[config.mk]
export PLATFORM = sky130hd
export DESIGN_NAME = usb_rx_block_ctrl
export DESIGN_NICKNAME = d
export VERILOG_FILES = /design/src/rtl/usb_rx_block_ctrl.sv
export SDC_FILE = /design/constraint.sdc
export NUM_CORES = 1
export LEC_CHECK = 0
export BUFFER_PORTS_ARGS = -buffer_cell sky130_fd_sc_hd__buf_2
export CAP_MARGIN = 20
export CORE_MARGIN = 2
export CORE_UTILIZATION = 57
export DETAILED_ROUTE_END_ITERATION = 8
export PLACE_DENSITY_LB_ADDON = 0.25
export SYNTH_ARGS = -nofsm -noshare
export SYNTH_HDL_FRONTEND = slang
export SYNTH_SLANG_ARGS = --single-unit
[constraint.sdc]
create_clock -name clk -period 10.2 [get_ports clk]
set_clock_uncertainty 0.15 [all_clocks]
set_input_delay 0.51 -clock clk [delete_from_list [all_inputs] [get_ports clk]]
set_output_delay 0.51 -clock clk [all_outputs]
set_load 0.03 [all_outputs]
[src/rtl/usb_rx_block_ctrl.sv]
// Drains the usb_receiver byte FIFO into fixed-size, padded blocks on a valid/ready port.
// Optional stall timeout in FILL is built only when USB_RX_CTRL_TIMEOUT_EN is defined.
module usb_rx_block_ctrl #(
   parameter int          BLOCK_BYTES    = 16,
   parameter logic [7:0]  PAD_BYTE       = 8'h00,
   parameter int          TIMEOUT_CYCLES = 1024
) (
   input  logic                                 clk,
   input  logic                                 rst,
   input  logic [7:0]                           rx_r_data,
   input  logic                                 rx_empty,
   input  logic                                 rx_full,
   input  logic                                 rx_rcving,
   input  logic                                 rx_r_error,
   output logic                                 rx_r_enable,
   output logic [8*BLOCK_BYTES-1:0]             blk_data,
   output logic [$clog2(BLOCK_BYTES+1)-1:0]     blk_len,
   output logic                                 blk_last,
   output logic                                 blk_valid,
   input  logic                                 blk_ready,
   output logic                                 pkt_drop,
   output logic                                 overflow,
   output logic                                 busy
);

   localparam int            CW       = $clog2(BLOCK_BYTES + 1);
   localparam logic [CW-1:0] FULL_CNT = CW'(BLOCK_BYTES);
   localparam logic [CW-1:0] LAST_IDX = CW'(BLOCK_BYTES - 1);

   typedef enum logic [1:0] {
      ST_IDLE    = 2'd0,
      ST_FILL    = 2'd1,
      ST_PRESENT = 2'd2,
      ST_DROP    = 2'd3
   } state_t;

   state_t          state_r;
   state_t          next_state_s;
   logic [CW-1:0]   byte_cnt_r;
   logic            sent_partial_r;
   logic            err_seen_r;
   logic            pop_s;
   logic            full_s;
   logic            pad_s;
   logic            drop_s;
   logic            fill_s;
   logic            new_pkt_s;
   logic            end_cond_s;
   logic            timeout_hit_s;

   assign end_cond_s = !rx_rcving && rx_empty;

`ifdef USB_RX_CTRL_TIMEOUT_EN
   localparam int TW = $clog2(TIMEOUT_CYCLES + 1);
   logic [TW-1:0] stall_cnt_r;

   // Stall counter: restarts on every pop and on FILL entry, counts idle packet time.
   always_ff @(posedge clk or posedge rst) begin
      if (rst) begin
         stall_cnt_r <= {TW{1'b0}};
      end else if (fill_s || pop_s) begin
         stall_cnt_r <= {TW{1'b0}};
      end else if ((state_r == ST_FILL) && rx_rcving && rx_empty) begin
         stall_cnt_r <= stall_cnt_r + TW'(1);
      end
   end

   assign timeout_hit_s = (state_r == ST_FILL) && rx_rcving && rx_empty &&
                          (stall_cnt_r == TW'(TIMEOUT_CYCLES - 1));
`else
   // Without the timeout FILL waits indefinitely; this term is constant false.
   assign timeout_hit_s = (TIMEOUT_CYCLES < 0);
`endif

   // State register.
   always_ff @(posedge clk or posedge rst) begin
      if (rst) begin
         state_r <= ST_IDLE;
      end else begin
         state_r <= next_state_s;
      end
   end

   // Next-state logic and the one-cycle datapath strobes that go with each transition.
   always_comb begin
      next_state_s = state_r;
      pop_s        = 1'b0;
      full_s       = 1'b0;
      pad_s        = 1'b0;
      drop_s       = 1'b0;
      fill_s       = 1'b0;
      new_pkt_s    = 1'b0;
      case (state_r)
         ST_IDLE: begin
            if (rx_rcving || !rx_empty) begin
               next_state_s = ST_FILL;
               fill_s       = 1'b1;
               new_pkt_s    = 1'b1;
            end else begin
               next_state_s = ST_IDLE;
            end
         end
         ST_FILL: begin
            // An error outranks a pop that would complete the block.
            if (rx_r_error) begin
               next_state_s = ST_DROP;
               drop_s       = 1'b1;
            end else if (!rx_empty) begin
               pop_s = 1'b1;
               if (byte_cnt_r == LAST_IDX) begin
                  next_state_s = ST_PRESENT;
                  full_s       = 1'b1;
               end else begin
                  next_state_s = ST_FILL;
               end
            end else if (end_cond_s) begin
               if ((byte_cnt_r != {CW{1'b0}}) || sent_partial_r) begin
                  next_state_s = ST_PRESENT;
                  pad_s        = 1'b1;
               end else begin
                  next_state_s = ST_IDLE;
               end
            end else if (timeout_hit_s) begin
               next_state_s = ST_DROP;
               drop_s       = 1'b1;
            end else begin
               next_state_s = ST_FILL;
            end
         end
         ST_PRESENT: begin
            if (blk_ready) begin
               if (err_seen_r || rx_r_error) begin
                  next_state_s = ST_DROP;
                  drop_s       = 1'b1;
               end else if (blk_last) begin
                  next_state_s = ST_IDLE;
               end else begin
                  next_state_s = ST_FILL;
                  fill_s       = 1'b1;
               end
            end else begin
               next_state_s = ST_PRESENT;
            end
         end
         ST_DROP: begin
            if (rx_empty && !rx_rcving && !rx_r_error) begin
               next_state_s = ST_IDLE;
            end else begin
               next_state_s = ST_DROP;
            end
         end
         default: begin
            next_state_s = ST_IDLE;
         end
      endcase
   end

   // FIFO pop strobe: combinational so a byte is taken on the same edge it is seen.
   always_comb begin
      rx_r_enable = 1'b0;
      case (state_r)
         ST_FILL: rx_r_enable = !rx_empty && !rx_r_error;
         ST_DROP: rx_r_enable = !rx_empty;
         default: rx_r_enable = 1'b0;
      endcase
   end

   // Block assembly: lane writes, padding, length/last capture and packet bookkeeping.
   always_ff @(posedge clk or posedge rst) begin
      if (rst) begin
         byte_cnt_r     <= {CW{1'b0}};
         blk_data       <= {(8*BLOCK_BYTES){1'b0}};
         blk_len        <= {CW{1'b0}};
         blk_last       <= 1'b0;
         sent_partial_r <= 1'b0;
      end else begin
         if (fill_s) begin
            byte_cnt_r <= {CW{1'b0}};
         end else if (pop_s) begin
            byte_cnt_r <= byte_cnt_r + CW'(1);
         end
         for (int k = 0; k < BLOCK_BYTES; k++) begin
            if (pop_s && (byte_cnt_r == CW'(k))) begin
               blk_data[8*k +: 8] <= rx_r_data;
            end else if (pad_s && (byte_cnt_r <= CW'(k))) begin
               blk_data[8*k +: 8] <= PAD_BYTE;
            end
         end
         if (full_s) begin
            blk_len  <= FULL_CNT;
            blk_last <= 1'b0;
         end else if (pad_s) begin
            blk_len  <= byte_cnt_r;
            blk_last <= 1'b1;
         end
         if (new_pkt_s) begin
            sent_partial_r <= 1'b0;
         end else if (full_s) begin
            sent_partial_r <= 1'b1;
         end
      end
   end

   // Status outputs and the error flag remembered while a block is on display.
   always_ff @(posedge clk or posedge rst) begin
      if (rst) begin
         blk_valid  <= 1'b0;
         busy       <= 1'b0;
         pkt_drop   <= 1'b0;
         overflow   <= 1'b0;
         err_seen_r <= 1'b0;
      end else begin
         blk_valid <= (next_state_s == ST_PRESENT);
         busy      <= (next_state_s != ST_IDLE);
         pkt_drop  <= drop_s;
         if (rx_full && ((state_r == ST_FILL) || (state_r == ST_PRESENT))) begin
            overflow <= 1'b1;
         end
         if (next_state_s != ST_PRESENT) begin
            err_seen_r <= 1'b0;
         end else if ((state_r == ST_PRESENT) && rx_r_error) begin
            err_seen_r <= 1'b1;
         end
      end
   end

endmodule

==> impl_metrics.env, run 1 <==
export IMPL_most_common_layout_cells="buf_2, dfrtp_1, a22o_1"
export IMPL_p_int_w=0.00114
export IMPL_final_layout_size_suffix_gt1_share_pct=31.0
export IMPL_cp_end_kind="flop"
export IMPL_fin_nets=659
export IMPL_syn_area_per_cell_um2=12.4
export IMPL_p_seq_share_pct=40.3
export IMPL_dr_pass1_iters=5
export IMPL_io_pins=154
export IMPL_synth_top_area_share_pct=59.8
export IMPL_grt_pass1_wl_um=25800
export IMPL_critical_path_startpoint="state_r[1]$_DFF_PP0_"
export IMPL_clock_latency_ps=530
export IMPL_cts_root_buf="clkbuf_8"
export IMPL_worst_slew_pin_slew_ps=1170
export IMPL_fin_util_pct=72.6
export IMPL_crit_type="reg2reg"
export IMPL_min_from="rx_full"
export IMPL_hp_class="in2reg"
export IMPL_rsz0062_at_grt="no"
export IMPL_finalSetupViolations=0
export IMPL_cp_max_fo=16
export IMPL_ys_flop_type="dfrtp_1"
export IMPL_wl_per_cell_um=21.2
export IMPL_hold_end="overflow$_DFFE_PP0P_"
export IMPL_first_iter_violations=452
export IMPL_wl_um=16600
export IMPL_synth_seq_cells=147
export IMPL_ys_seq_area_share_pct=59.8
export IMPL_p_total_w=0.00170
export IMPL_p_per_area_nw_per_um2=224
export IMPL_power_leakage_nw=4.18
export IMPL_finalCritPeriodShare_pct=30.2
export IMPL_rr_endpoint="blk_data[64]$_DFFE_PP0P_"
export IMPL_grtUsageTotal_pct=29.7
export IMPL_pwr_share_clk_pct=37.2
export IMPL_p_switching_w=0.000551
export IMPL_fin_tns_setup_ps=0
export IMPL_cp_arrival_ps=3390
export IMPL_die_height_um=108
export IMPL_cts_buffers=17
export IMPL_vias=4809
export IMPL_cp_start_kind="flop"
export IMPL_slew_headroom_pct=20.7
export IMPL_synth_fp_nets=521
export IMPL_fp_coreArea_um2=10400
export IMPL_area_delta_synth_final_pct=22.9
export IMPL_grt_overflow=0
export IMPL_max_freq_mhz=324
export IMPL_async_flop_share_pct=100
export IMPL_vias_per_cell=6.13
export IMPL_gp_congestion=0.874
export IMPL_yosys_area_top_type="dfrtp_1"
export IMPL_start_util_pct=59.0
export IMPL_synth_edf_count=0
export IMPL_yosysWarnings=0
export IMPL_r2r_start="state_r[1]$_DFF_PP0_"
export IMPL_p_comb_share_pct=22.4
export IMPL_num_antenna_cells=0
export IMPL_hold_violations=0
export IMPL_clk_pin_slew_worst_paths_ps=60
export IMPL_grt_max_degree=82
export IMPL_synthCells=497
export IMPL_cts_max_path_buffers=2
export IMPL_cts_sinks=147
export IMPL_slew_viol_final=0
export IMPL_dieArea_um2=11600
export IMPL_remaining_drc_errors=0
export IMPL_fin_crit_ps=3080
export IMPL_cts_tree="built"
export IMPL_reg2regPathDepth=6
export IMPL_min_path_cells=2
export IMPL_syn_area_um2=6150
export IMPL_cts_max_level=4
export IMPL_grt_antenna_before_repair=0
export IMPL_placed_area_um2=6950
export IMPL_synthTopCellsByArea="dfrtp_1, a22o_1, mux2i_1, nor2_1, ha_1"
export IMPL_synth_distinct_cells=56
export IMPL_ant_nets=0
export IMPL_die_x_um=108
export IMPL_rrSetupSlack_ps=7120
export IMPL_fin_area_um2=7560
export IMPL_port_buffer_count=153
export IMPL_drv_cap=0
export IMPL_status="completed"
export IMPL_grt_pass1_vias=4623
export IMPL_required_ps=10510
export IMPL_vdd_drop_max_v=0.000136
export IMPL_swShare_pct=32.5
export IMPL_hpwl_um=10800
export IMPL_final_common_cell="buf_2"
export IMPL_rows=37
[Yosys cell counts (2+ instances only)]
master and count:
o211ai_1 3, nor2b_1 4, clkbuf_1 16, ha_1 9, or3_1 2, and4_1 2, o21ai_0 10, nor3_1 4
nand3_1 9, buf_1 9, nand2b_1 4, nand2_1 18, inv_1 9, buf_2 10, a22o_1 105, nand4_1 2
nor4_4 2, a21o_1 6, a21oi_1 10, nor3b_1 2, o221ai_1 2, and2_1 4, dfrtp_1 147, and3_1 6
o211ai_2 2, nor2_1 46, a221oi_1 2, mux2i_1 24
[metrics by stage]
stage / hold slack, ps / setup WS, ps / std cells
after floorplan: 376 / 5590 / 497
after global placement: 286 / 7350 / 751
after detailed placement: 298 / 7180 / 751
after CTS: 25.6 / 7150 / 784
after global routing: 30.1 / 6880 / 784
final: 31.2 / 7120 / 784
[critical path, stage by stage, from the launching register on]
cell and delay [ps]:
dfrtp_1 400, inv_1 80, ha_1 270, nor3b_2 790, nand3_1 630, and4_1 520
nor2_1 160
[flip-flops by register name (all words and copies together) (netlist names), 2 cells and up]
name / flops
state_r: 2
blk_data: 128
byte_cnt_r: 5
blk_len: 5
[cell type report]
class                   instances  area (µm²)
clock inverters                11         153
multi-input cells             305        2280
flip-flops and latches        147        3680
fillers                       724        2860
well taps                     136         170
clock buffers                  21         449
repair buffers                155         783
inverters                       9        38.8
[layer usage]
metal,GRT usage (%),share of wire (%)
met5,0,0
met4,9.34,1.6
met3,7.63,9.7
met2,46.6,48
met1,41.0,41
[timing repair]
action | CTS | global route
hold endpoints to repair | 66 | 0
resized for setup | 0 | 0
hold buffers | 1 | 0
setup buffers | 0 | 0
[cells by family after synthesis]
family                     share of synthesized area [%]
adders and majority gates                           1.83
xor gates and xnor gates                           0.285
muxes                                               3.91
buffers and inverters                               3.01
and+or+nand+nor                                     10.2
DFF                                                 59.8
AOI/OAI and AO/OA                                   21.0
[how the worst max path moves through the flow]
stage                                     endpoint  slack, ps  depth (start not counted)
final                     blk_data[64]$_DFFE_PP0P_       7120                          6
after global routing      blk_data[64]$_DFFE_PP0P_       6880                          6
after CTS                 blk_data[64]$_DFFE_PP0P_       7150                          6
after detailed placement  blk_data[70]$_DFFE_PP0P_       7180                          6
after global placement    blk_data[64]$_DFFE_PP0P_       7350                          6
after floorplan            blk_data[0]$_DFFE_PP0P_       5590                          1
[power groups by stage]
stage	logic (W)	clock network, W	registers [W]
after detailed placement	0.000376	0	0.000691
final	0.000380	0.000632	0.000684
after floorplan	0.000186	0	0.000776
after global routing	0.000408	0.000662	0.000690
after global placement	0.000373	0	0.000690
after CTS	0.000380	0.000634	0.000683
No activity file was read; power rests on OpenSTA's default activity.
==> run 2: changes to the inputs <==
--- a/config.mk
+++ b/config.mk
@@ -8,7 +8,7 @@
 export BUFFER_PORTS_ARGS = -buffer_cell sky130_fd_sc_hd__buf_2
 export CAP_MARGIN = 20
 export CORE_MARGIN = 2
-export CORE_UTILIZATION = 57
+export CORE_UTILIZATION = 53
 export DETAILED_ROUTE_END_ITERATION = 8
 export PLACE_DENSITY_LB_ADDON = 0.25
 export SYNTH_ARGS = -nofsm -noshare
==> constraint.sdc (replaced) <==
create_clock -name clk -period 3.25 [get_ports clk]
set_clock_uncertainty 0.15 [all_clocks]
set_input_delay 0.1625 -clock clk [delete_from_list [all_inputs] [get_ports clk]]
set_output_delay 0.1625 -clock clk [all_outputs]
set_load 0.03 [all_outputs]
==> impl_metrics.env, run 2 (synthesis gave the netlist of run 1 again) <==
export IMPL_vdd_drop_max_v=0.000479
export IMPL_grt_antenna_before_repair=0
export IMPL_remaining_drc_errors=0
export IMPL_port_buffer_count=153
export IMPL_pwr_share_clk_pct=37.0
export IMPL_drv_cap=0
export IMPL_placed_area_um2=7080
export IMPL_power_leakage_nw=4.26
export IMPL_cp_arrival_ps=3150
export IMPL_cts_buffers=17
export IMPL_grt_max_degree=88
export IMPL_final_layout_size_suffix_gt1_share_pct=32.1
export IMPL_die_x_um=112
export IMPL_clock_latency_ps=420
export IMPL_status="completed"
export IMPL_rows=39
export IMPL_slew_viol_final=0
export IMPL_vias_per_cell=6.06
export IMPL_dr_pass1_iters=5
export IMPL_max_freq_mhz=340
export IMPL_fin_crit_ps=2940
export IMPL_grt_overflow=0
export IMPL_first_iter_violations=439
export IMPL_cts_setup_buffers=0
export IMPL_p_switching_w=0.00172
export IMPL_hold_violations=0
export IMPL_final_common_cell="buf_2"
export IMPL_dieArea_um2=12500
export IMPL_largest_register_ffs=128
export IMPL_largest_register="blk_data"
export IMPL_area_delta_synth_final_pct=25.1
export IMPL_hp_class="in2async"
export IMPL_worst_slew_pin_slew_ps=1020
export IMPL_start_util_pct=54.1
export IMPL_wl_per_cell_um=20.9
export IMPL_p_per_area_nw_per_um2=697
export IMPL_cts_tree="built"
export IMPL_cts_root_buf="clkbuf_16"
export IMPL_cp_start_kind="flop"
export IMPL_fp_coreArea_um2=11400
export IMPL_required_ps=3460
export IMPL_path_cells="nor3_1 -> a311oi_1 -> a21oi_1 -> a22o_1"
export IMPL_most_common_layout_cells="buf_2, dfrtp_1, a22o_1"
export IMPL_finalCritPeriodShare_pct=90.5
export IMPL_p_comb_share_pct=23.2
export IMPL_wl_um=16800
export IMPL_grtUsageTotal_pct=27.5
export IMPL_p_int_w=0.00364
export IMPL_cts_sinks=147
export IMPL_cp_max_fo=12
export IMPL_route_met3_wl_um=1300
export IMPL_finalSetupViolations=0
export IMPL_vias=4872
export IMPL_num_antenna_cells=0
export IMPL_clk_pin_slew_worst_paths_ps=60
export IMPL_reg_top3="blk_data x128, blk_len x5, byte_cnt_r x5"
export IMPL_fin_area_um2=7690
export IMPL_cp_slowest_cell="nor3_1"
export IMPL_crit_type="reg2reg"
export IMPL_fin_tns_setup_ps=0
export IMPL_routed_top_layer="met4"
export IMPL_wl_met2_um=7910
export IMPL_swShare_pct=32.0
export IMPL_ant_nets=0
export IMPL_slew_headroom_pct=31.4
export IMPL_cp_end_kind="flop"
export IMPL_grt_pass1_wl_um=26700
export IMPL_critPathMaxStageDelay_ps=860
export IMPL_gp_congestion=0.904
export IMPL_rsz0062_at_grt="no"
export IMPL_fillCellCount=878
export IMPL_cts_max_path_buffers=2
export IMPL_cts_max_level=4
export IMPL_hpwl_um=11000
export IMPL_wl_met1_um=7330
export IMPL_die_height_um=112
export IMPL_fin_nets=673
export IMPL_io_pins=154
export IMPL_p_seq_share_pct=39.8
export IMPL_grt_pass1_vias=4782
## run 2: path summary, 6_finish.rpt
| kind | from | to | slack [ps] | cells past startpoint |
|---|---|---|---|---|
| min | rst | state_r[1]$_DFF_PP0_ | 50 | 3 |
| max | byte_cnt_r[4]$_DFFE_PP0P_ | blk_data[126]$_DFFE_PP0P_ | 310 | 4 |
| min in group clk | blk_ready | state_r[1]$_DFF_PP0_ | 60 | 4 |
| max reg2reg | byte_cnt_r[4]$_DFFE_PP0P_ | blk_data[126]$_DFFE_PP0P_ | 310 | 4 |
| max in group asynchronous | rst | blk_data[97]$_DFFE_PP0P_ | 2230 | 4 |
| min reg2reg | overflow$_DFFE_PP0P_ | overflow$_DFFE_PP0P_ | 310 | 1 |
## run 2: stage by stage
stage | instances | total power [W] | hold slack, ps | worst slack, ps | util, %
after floorplan | 497 | 0.00302 | 134 | 848 | -
after global placement | 771 | 0.00337 | -71.1 | 595 | 62.2
after detailed placement | 771 | 0.00339 | -68.0 | 409 | 62.2
after CTS | 804 | 0.00538 | 26.4 | 410 | 67.6
after global routing | 804 | 0.00556 | 48.6 | 211 | 67.6
final | 804 | 0.00536 | 48.8 | 309 | 67.6
## run 2: area by class of cell
| class | instances | area (µm²) | share of cell area, % |
|---|---|---|---|
| clock buffers | 22 | 464 | 6.04 |
| well taps | 143 | 179 | 2.33 |
| clock inverters | 9 | 129 | 1.68 |
| multi-input cells | 305 | 2280 | 29.7 |
| repair buffers | 169 | 916 | 11.9 |
| flip-flops and latches | 147 | 3680 | 47.8 |
| inverters | 9 | 37.5 | 0.488 |
## run 2: per-layer routing
layer  vias up  GRT usage, %
met5         -             0
met4         0          10.5
met3        28          7.68
met2       236          41.4
met1      2463          38.4
li1       2145             -
## run 2: power by group through the flow
stage	logic (W)	clock network (W)	registers, W
floorplan	0.000584	0	0.00244
global placement	0.00121	0	0.00215
detailed placement	0.00123	0	0.00216
CTS	0.00124	0.00201	0.00213
global route	0.00133	0.00209	0.00215
finish	0.00124	0.00198	0.00213
## run 2: what timing repair did
item,in CTS,in global routing
gates resized for setup,0,0
hold endpoints to repair,148,0
hold buffers,2,0
## run 2: critical path: cells and delay by family (launching register included)
family | cells | cell delay, ps
AO/OA/AOI/OAI | 3 | 1300
flip-flops | 1 | 560
AND/OR/NAND/NOR | 1 | 860
